`src/rtl/rgb_pwm_ctrl_if.sv`:
```
// Duty-write port of rgb_pwm_ctrl: host drives valid/chan/duty, controller returns ready.
interface rgb_pwm_ctrl_if #(
  parameter int WIDTH = 8
) ();
  logic             wr_valid;
  logic             wr_ready;
  logic [1:0]       wr_chan;
  logic [WIDTH-1:0] wr_duty;

  modport master (output wr_valid, wr_chan, wr_duty, input wr_ready);
  modport slave  (input wr_valid, wr_chan, wr_duty, output wr_ready);
endinterface

```
`src/rtl/rgb_pwm_ctrl.sv`:
```
// rgb_pwm_ctrl: source-side controller for the SB_RGBA_DRV LED driver.
// Sequences CURREN ahead of RGBLEDEN, generates three PWM streams and
// double-buffers host duty writes so they only take effect at period boundaries.
module rgb_pwm_ctrl #(
  parameter int WIDTH    = 8,
  parameter int PRESCALE = 4,
  parameter int SETTLE   = 16
) (
  input  logic          clk,
  input  logic          rst,
  input  logic          en,
  rgb_pwm_ctrl_if.slave wr,
  output logic          curren,
  output logic          rgbleden,
  output logic          pwm0,
  output logic          pwm1,
  output logic          pwm2,
  output logic          period_start
);

  typedef enum logic [1:0] {ST_OFF, ST_WARM, ST_RUN, ST_STOP} state_t;

  localparam int PW = (PRESCALE > 1) ? $clog2(PRESCALE) : 1;
  localparam int SW = (SETTLE > 1) ? $clog2(SETTLE) : 1;
  localparam logic [PW-1:0] PRE_LAST    = PW'(PRESCALE - 1);
  localparam logic [SW-1:0] SETTLE_LAST = SW'(SETTLE - 1);

  state_t           state;
  state_t           state_next;
  logic [SW-1:0]    settle_ctr;
  logic [PW-1:0]    pre_ctr;
  logic [WIDTH-1:0] step_ctr;
  logic [WIDTH-1:0] shadow [3];
  logic [WIDTH-1:0] active [3];
  logic [2:0]       pwm_q;

  logic step_tick;   // prescaler wraps this cycle
  logic wrap;        // last prescaler cycle of the last step of a period
  logic accept;      // duty write handshake
  logic load_active; // active follows shadow this cycle
  logic commit;      // next cycle is the first of a new RUN period
  logic run_hold;    // RUN now and RUN next cycle

  assign step_tick   = (pre_ctr == PRE_LAST);
  assign wrap        = step_tick && (step_ctr == '1);
  assign accept      = wr.wr_valid && wr.wr_ready;
  assign load_active = (state != ST_RUN) || wrap;
  assign commit      = (state_next == ST_RUN) && load_active;
  assign run_hold    = (state == ST_RUN) && (state_next == ST_RUN);

  // Next-state decode for the power sequencing FSM.
  always_comb begin
    // NOTE: assigning the default before the case means every path drives state_next, so no latch is inferred.
    state_next = state;
    case (state)
      ST_OFF:  if (en) state_next = ST_WARM;
      ST_WARM: begin
        if (!en)                             state_next = ST_OFF;
        else if (settle_ctr == SETTLE_LAST)  state_next = ST_RUN;
      end
      ST_RUN:  if (!en) state_next = ST_STOP;
      ST_STOP: state_next = ST_OFF;
      default: state_next = ST_OFF;
    endcase
  end

  // State register plus settle, prescaler and step counters.
  always_ff @(posedge clk) begin
    if (rst) begin
      state      <= ST_OFF;
      settle_ctr <= '0;
      pre_ctr    <= '0;
      step_ctr   <= '0;
    end else begin
      // NOTE: non-blocking assignments here so every flop samples pre-edge values regardless of statement order.
      state      <= state_next;
      settle_ctr <= (state == ST_WARM) ? settle_ctr + 1'b1 : '0;
      if (state == ST_RUN) begin
        pre_ctr <= step_tick ? '0 : pre_ctr + 1'b1;
        if (step_tick) step_ctr <= step_ctr + 1'b1;
      end else begin
        pre_ctr  <= '0;
        step_ctr <= '0;
      end
    end
  end

  // Duty double buffer: host writes land in shadow, active copies shadow at
  // period boundaries (and continuously while not running). A write on the
  // commit edge is seen by active only at the following boundary.
  always_ff @(posedge clk) begin
    if (rst) begin
      // NOTE: the duty arrays are plain registers that must read back as zero after reset, so they are cleared explicitly.
      for (int k = 0; k < 3; k++) begin
        shadow[k] <= '0;
        active[k] <= '0;
      end
    end else begin
      for (int k = 0; k < 3; k++) begin
        if (load_active)                      active[k] <= shadow[k];
        if (accept && (wr.wr_chan == 2'(k)))  shadow[k] <= wr.wr_duty;
      end
    end
  end

  // Registered outputs, decoded from the next state so enables and PWM move together.
  always_ff @(posedge clk) begin
    if (rst) begin
      wr.wr_ready  <= 1'b0;
      curren       <= 1'b0;
      rgbleden     <= 1'b0;
      period_start <= 1'b0;
      pwm_q        <= '0;
    end else begin
      wr.wr_ready  <= 1'b1;
      curren       <= (state_next != ST_OFF);
      rgbleden     <= (state_next == ST_RUN);
      period_start <= commit;
      for (int k = 0; k < 3; k++) begin
        pwm_q[k] <= run_hold && (step_ctr < active[k]);
      end
    end
  end

  assign pwm0 = pwm_q[0];
  assign pwm1 = pwm_q[1];
  assign pwm2 = pwm_q[2];

endmodule

```
`src/flat_wrapper.sv`:
```
// flat-port wrapper written by rule: the top's interface ports become plain ports
module rgb_pwm_ctrl_flat 
#(
  parameter int WIDTH    = 8,
  parameter int PRESCALE = 4,
  parameter int SETTLE   = 16
)
  (clk, rst, en, curren, rgbleden, pwm0, pwm1, pwm2, period_start, wr_wr_valid, wr_wr_chan, wr_wr_duty, wr_wr_ready);
  rgb_pwm_ctrl_if #(.WIDTH(WIDTH)) wr_i ();
  input  logic clk;
  input  logic rst;
  input  logic en;
  output logic curren;
  output logic rgbleden;
  output logic pwm0;
  output logic pwm1;
  output logic pwm2;
  output logic period_start;
  input wire logic [$bits(wr_i.wr_valid)-1:0] wr_wr_valid;
  input wire logic [$bits(wr_i.wr_chan)-1:0] wr_wr_chan;
  input wire logic [$bits(wr_i.wr_duty)-1:0] wr_wr_duty;
  output wire logic [$bits(wr_i.wr_ready)-1:0] wr_wr_ready;
  assign wr_i.wr_valid = wr_wr_valid;
  assign wr_i.wr_chan = wr_wr_chan;
  assign wr_i.wr_duty = wr_wr_duty;
  assign wr_wr_ready = wr_i.wr_ready;
  rgb_pwm_ctrl #(.WIDTH(WIDTH), .PRESCALE(PRESCALE), .SETTLE(SETTLE)) u_core (.clk(clk), .rst(rst), .en(en), .wr(wr_i), .curren(curren), .rgbleden(rgbleden), .pwm0(pwm0), .pwm1(pwm1), .pwm2(pwm2), .period_start(period_start));
endmodule
```
`config.mk`:
```
export PLATFORM = sky130hd
export DESIGN_NAME = rgb_pwm_ctrl_flat
export DESIGN_NICKNAME = d
export VERILOG_FILES = /design/src/rtl/rgb_pwm_ctrl_if.sv /design/src/rtl/rgb_pwm_ctrl.sv /design/src/flat_wrapper.sv
export SDC_FILE = /design/constraint.sdc
export NUM_CORES = 1
export LEC_CHECK = 0
export ABC_CLOCK_PERIOD_IN_PS = 1900
export CELL_PAD_IN_SITES_DETAIL_PLACEMENT = 2
export CELL_PAD_IN_SITES_GLOBAL_PLACEMENT = 2
export CORE_MARGIN = 2
export CORE_UTILIZATION = 37
export CTS_CLUSTER_DIAMETER = 120
export DETAILED_ROUTE_END_ITERATION = 16
export PLACE_DENSITY = 0.85
export SETUP_SLACK_MARGIN = 0.15
export SLEW_MARGIN = 20
export SYNTH_ARGS = -nofsm -noshare
export SYNTH_HDL_FRONTEND = slang
export SYNTH_SLANG_ARGS = --single-unit
```
`constraint.sdc`:
```
create_clock -name clk -period 1.9 [get_ports clk]
set_input_delay 0.38 -clock clk [delete_from_list [all_inputs] [get_ports clk]]
set_output_delay 0.38 -clock clk [all_outputs]
set_load 0.02 [all_outputs]
```
# After elaboration in Yosys (flattened, before gate mapping)
# Memories as Yosys holds them, arrays and structs flattened.
# Index checks and enable logic that the tools add are counted.
word_totals:
  ff_bits: 23
  ram_bits: 48
  input_bits: 14
  out_inout_bits: 7
  wordCells: 78
  memories: 2
classes:
  n_addsub: 3
  n_lt_le_gt_ge: 3
  eq_ne: 10
  muxes: 26
  bitwise_logic: 8
  reduce_logical: 17
memory_table:
  columns: ["name", "depth", "word_bits", "rd", "rd_ports_with_merged_regs", "wr", "line", "text"]
  rows:
  - ["u_core.active", 3, 8, 3, 0, 3, "rgb_pwm_ctrl.sv:34", "logic [WIDTH-1:0] active [3];"]
  - ["u_core.shadow", 3, 8, 3, 0, 3, "rgb_pwm_ctrl.sv:33", "logic [WIDTH-1:0] shadow [3];"]
op_table:
  columns: ["op", "n"]
  rows:
  - ["8-bit 2-to-1 mux", 6]
  - ["8-bit less-than comparator", 3]
  - ["1-bit 2-to-1 mux", 15]
  - ["2-bit equality test (second input constant)", 5]
  - ["1-bit logical AND", 10]
  - ["8-bit by 1-bit adder with 8-bit output (second input constant)", 1]
  - ["8-bit equality test (second input constant)", 1]
  - ["2-bit 2-to-1 mux", 4]
  - ["2-bit one-hot mux with 4 select lines", 1]
  - ["1-bit OR", 6]
  - ["4-bit by 1-bit adder with 4-bit output (second input constant)", 1]
  - ["2-bit by 1-bit equality test with 1-bit output (second input constant)", 2]
  - ["4-bit equality test (second input constant)", 1]
  - ["2-bit zero test", 2]
  - ["2-bit OR reduction", 2]
  - ["3-bit OR reduction", 1]
  - ["2-bit by 1-bit adder with 2-bit output (second input constant)", 1]
  - ["2-bit != test (second input constant)", 1]
  - ["1-bit NOT", 2]
  - ["2-bit nonzero test", 1]
  - ["1-bit logical OR", 1]

# Longest topological paths before layout
depth:
  word_depth: 7
  mapped_depth: 6
  ltp_nobuf: 5

# Worst setup path before layout
# Ideal clock, no wire load.
synth_timing:
  kind: "register to register"
  from: "register u_core.step_ctr[1]"
  to: "memory u_core.active[0][0], enable pin"
  setup_time_ps: 384
  t_arrival_ps: 1504
  t_required_ps: 1516
  path_slack_ps: 11
  path_stages_with_launch: 5
  cell_sequence: "dfxtp_1 -> ha_1 -> and3_4 -> nand3_1 -> nand2b_1"
synth_rtl:
  columns: ["item", "line", "text"]
  rows:
  - ["start, declared", "rgb_pwm_ctrl.sv:32", "logic [WIDTH-1:0] step_ctr;"]
  - ["start signal, assigned", "rgb_pwm_ctrl.sv:80", "if (step_tick) step_ctr <= step_ctr + 1'b1;"]
  - ["end, declared", "rgb_pwm_ctrl.sv:34", null]

# Worst setup path in the final report
layout_timing:
  from: "register u_core.wr.wr_ready"
  to: "output wr_wr_ready"
layout_rtl:
  columns: ["item", "line", "text"]
  rows:
  - ["start, declared", "rgb_pwm_ctrl_if.sv:11", "modport slave (input wr_valid, wr_chan, wr_duty, output wr_ready);"]
  - ["start signal, assigned", "rgb_pwm_ctrl.sv:109", "wr.wr_ready <= 1'b0;"]
  - ["start signal, assigned", "rgb_pwm_ctrl.sv:115", "wr.wr_ready <= 1'b1;"]
  - ["end, declared", "flat_wrapper.sv:22", "output wire logic [$bits(wr_i.wr_ready)-1:0] wr_wr_ready;"]
# No word-level cell between the ends.

==> flow_metrics.py <==
metrics = {
    "place": {
        "gp_congestion": 0.8249,
        "dpl.hpwl_um": 5686,
        "portBuffers": 20,
        "dpl_worst_slack_ps": -438.7,
        "dp_cells": 383,
    },
    "critical_path": {
        "r2r_end": "u_core.pwm_q[1]",
        "cp_num_buf_inv": 1,
        "cpPeakStageDelay_ps": 610,
        "crit_type": "reg2out",
        "crit_path_max_fanout": 2,
        "reg2reg_from": "u_core.active[0][15]",
        "critPathRequiredTime_ps": 1520,
        "r2r_cells": 5,
        "crit_arrival_ps": 1310,
        "reg2reg_slack_ps": 220,
        "critPathTopFamily": "buffers and inverters",
        "startpoint_type": "flip-flop",
        "crit_slowest_cell": "clkdlybuf4s50_1",
        "crit_path_end_kind": "output port",
        "path_cells": "clkdlybuf4s50_1",
    },
    "final_layout": {
        "final_common_cell": "edfxtp_1",
        "final_nets": 324,
        "final_util_pct": 45.01,
        "final_cell_mix": "48 x edfxtp_1, 24 x ha_1, 22 x inv_1",
        "area_growth_pct": 19.07,
        "layout-drive-gt1-share_pct": 22.68,
        "diodes": 0,
        "fillers": 885,
        "instances_no_fill": 399,
    },
    "sta": {
        "final_max_slew_viol_count": 0,
        "setup_slack_ps": 209.2,
        "fin_setup_tns_ps": 0,
        "grt_setup_unrepaired": "false",
        "setup_viol": 0,
        "timing.final.crit_period_ps": 1691,
        "tightestPinTransition_ps": 812.9,
        "finalHoldViolCount": 0,
        "skew_ps": 7.760,
        "min_period_over_period_pct": 88.99,
        "timing.fmax_mhz": 591.4,
        "max_slew_margin_pct": 45.48,
    },
    "floorplanning": {
        "pin_count": 21,
        "die-area_um2": 9635,
        "rows": 34,
        "start_util_pct": 37.80,
        "core_um2": 8678,
        "die_h_um": 98.16,
        "die_x_um": 98.16,
    },
    "clock_tree": {
        "cts_buffers": 9,
        "clock-root-buffer": "clkbuf_8",
        "cts.htree.levels": 3,
        "cts_setup_buffers": 0,
        "clkTransAtPathRegs_ps": 80,
        "cts_tree": "done",
        "clk_latency_ps": 360,
        "cts.sinks": 71,
        "cts_buffer_depth": 2,
    },
    "yosys": {
        "netlist.area_leader.share_pct": 43.94,
        "synth.largest_area_cell": "edfxtp_1",
        "yosysWarnings": 0,
        "yosys.cell_types.count": 40,
        "synth_seq_cells": 71,
        "seq_area_frac_synth_pct": 57.97,
        "synth_area_um2": 3281,
        "postSynthAreaPerCell_um2": 13.28,
        "syn_inst": 247,
        "synth_nets": 285,
        "synthTopCellsByArea": "edfxtp_1 44%, dfxtp_1 14%, ha_1 9.2%",
    },
    "detailed_routing": {
        "drc_errors": 0,
        "vias_per_cell": 5.173,
        "wl_um": 7533,
        "wire_per_inst_um": 18.88,
        "vias": 2064,
        "ant_nets": 0,
        "firstDrtPassIters": 4,
        "drtIter0Drc": 64,
    },
    "global_route": {
        "antenna_found_initial": 0,
        "grt_max_degree": 25,
        "grt_overflow": 0,
        "grt_pass1_wl_um": 12400,
        "grt_pass1_vias": 2324,
        "grtUsageTotal_pct": 17.19,
    },
    "pwr": {
        "leakagePower_nw": 1.497,
        "peakVddDrop_uv": 479.2,
        "finalPower_mw": 3.005,
        "powerDensity_nw_per_um2": 769.3,
    },
    "flow_run": {
        "cap_violations": 0,
    },
    "hold_path": {
        "hold_end": "u_core.pre_ctr[0]",
        "hp-class": "reg2reg",
        "whs_path_depth": 1,
        "worstHoldStart": "u_core.pre_ctr[0]",
    },
    "run_status": {
        "run_status": "complete, no violations",
    },
}
[cells by family (layout without fill, tap and decap cells)]
| group | count (synthesis) | in the layout | share of synthesized area, % |
|---|---|---|---|
| xor gates and xnor gates | 7 | 7 | 1.869 |
| adders and majority gates | 24 | 24 | 9.153 |
| AOI/OAI and AO/OA | 31 | 31 | 7.208 |
| muxes | 1 | 1 | 0.3051 |
| DFF | 71 | 71 | 57.97 |
| and+or+nand+nor | 84 | 84 | 19.49 |
| buffers and inverters | 29 | 73 | 4.004 |
[where the power goes]
| group | leakage, nW | internal [mW] | total [mW] | switching (mW) |
|---|---|---|---|---|
| clock network | 0.0878 | 0.484 | 1.12 | 0.641 |
| registers | 0.735 | 1.69 | 1.71 | 0.0173 |
| logic | 0.674 | 0.0855 | 0.172 | 0.0868 |
[metrics by stage]
stage	area, µm²	hold WS [ps]
after floorplan	3283	404.3
after global placement	3707	414.8
after detailed placement	3707	428.6
after CTS	3895	440.1
after global routing	3906	475.4
final	3906	433.5
[cells in the mapped netlist]
| cell type | number |
|---|---|
| nor2_1 | 12 |
| and4_1 | 3 |
| nand2b_1 | 8 |
| buf_1 | 1 |
| a31oi_4 | 1 |
| ha_1 | 24 |
| dfxtp_1 | 23 |
| nand2b_2 | 1 |
| nor3b_2 | 21 |
| o21ai_0 | 5 |
| o22a_1 | 1 |
| and4_4 | 1 |
| o21a_1 | 3 |
| a2111oi_0 | 5 |
| nand4bb_2 | 1 |
| buf_2 | 3 |
| a2111oi_2 | 1 |
| o31ai_1 | 1 |
| xnor2_1 | 3 |
| nor2b_1 | 1 |
| nor3b_1 | 4 |
| nand3_1 | 5 |
| nor3_1 | 1 |
| o31a_1 | 3 |
| buf_6 | 2 |
| buf_4 | 1 |
| and3_4 | 1 |
| inv_1 | 22 |
| mux2i_1 | 1 |
| edfxtp_1 | 48 |
| o22ai_1 | 1 |
| a21o_1 | 3 |
| xor2_1 | 4 |
| nand2_1 | 6 |
| nand4_1 | 6 |
| and2_1 | 8 |
| a211oi_1 | 1 |
| a21oi_1 | 6 |
| or3_1 | 3 |
| and3_1 | 2 |
[worst max path at each step]
| stage | start | endpoint | slack (ps) | cells after the start |
|---|---|---|---|---|
| 2_1_floorplan | u_core.wr.wr_ready | u_core.shadow[0][0] | 260 | 2 |
| 3_3_place_gp | wr_wr_valid | u_core.shadow[0][3] | -240 | 3 |
| 3_5_place_dp | wr_wr_valid | u_core.shadow[0][0] | -440 | 3 |
| 4_1_cts | u_core.step_ctr[6] | u_core.pwm_q[1] | 40 | 4 |
| 5_1_grt | u_core.active[0][6] | u_core.pwm_q[0] | 150 | 5 |
| 6_report | u_core.wr.wr_ready | wr_wr_ready | 210 | 1 |
[sequential cells by signal, summed over array words and instances (netlist names)]
signal and cells:
u_core.state 2, u_core.rgbleden 1, u_core.pre_ctr 2, u_core.curren 1
u_core.period_start 1, u_core.wr.wr_ready 1, u_core.settle_ctr 4, u_core.pwm_q 3
u_core.shadow 24, u_core.step_ctr 8, u_core.active 24
[layer usage]
layer	wire, µm	global-route usage (%)	vias to the layer above
met5	0	0	-
met4	155	7.376	0
met3	155	4.080	12
met2	3936	29.98	31
met1	3286	20.27	1037
li1	-	-	984
[cell type report]
type                            count  area (µm²)  share of cell area [%]
Tap cell                          108       135.1                   3.459
Clock inverter                      7       55.05                   1.409
Timing Repair Buffer               35       337.8                   8.648
Clock buffer                        9       123.9                   3.171
Inverter                           22       82.58                   2.114
Sequential cell                    71        1909                   48.88
Multi-Input combinational cell    147        1262                   32.32
[timing repair]
action / CTS / global route
gates resized for setup: 4 / 6
hold buffers: 0 / 0
endpoints found under the setup margin: 12 / 30
(Power assumes the default switching activity.)
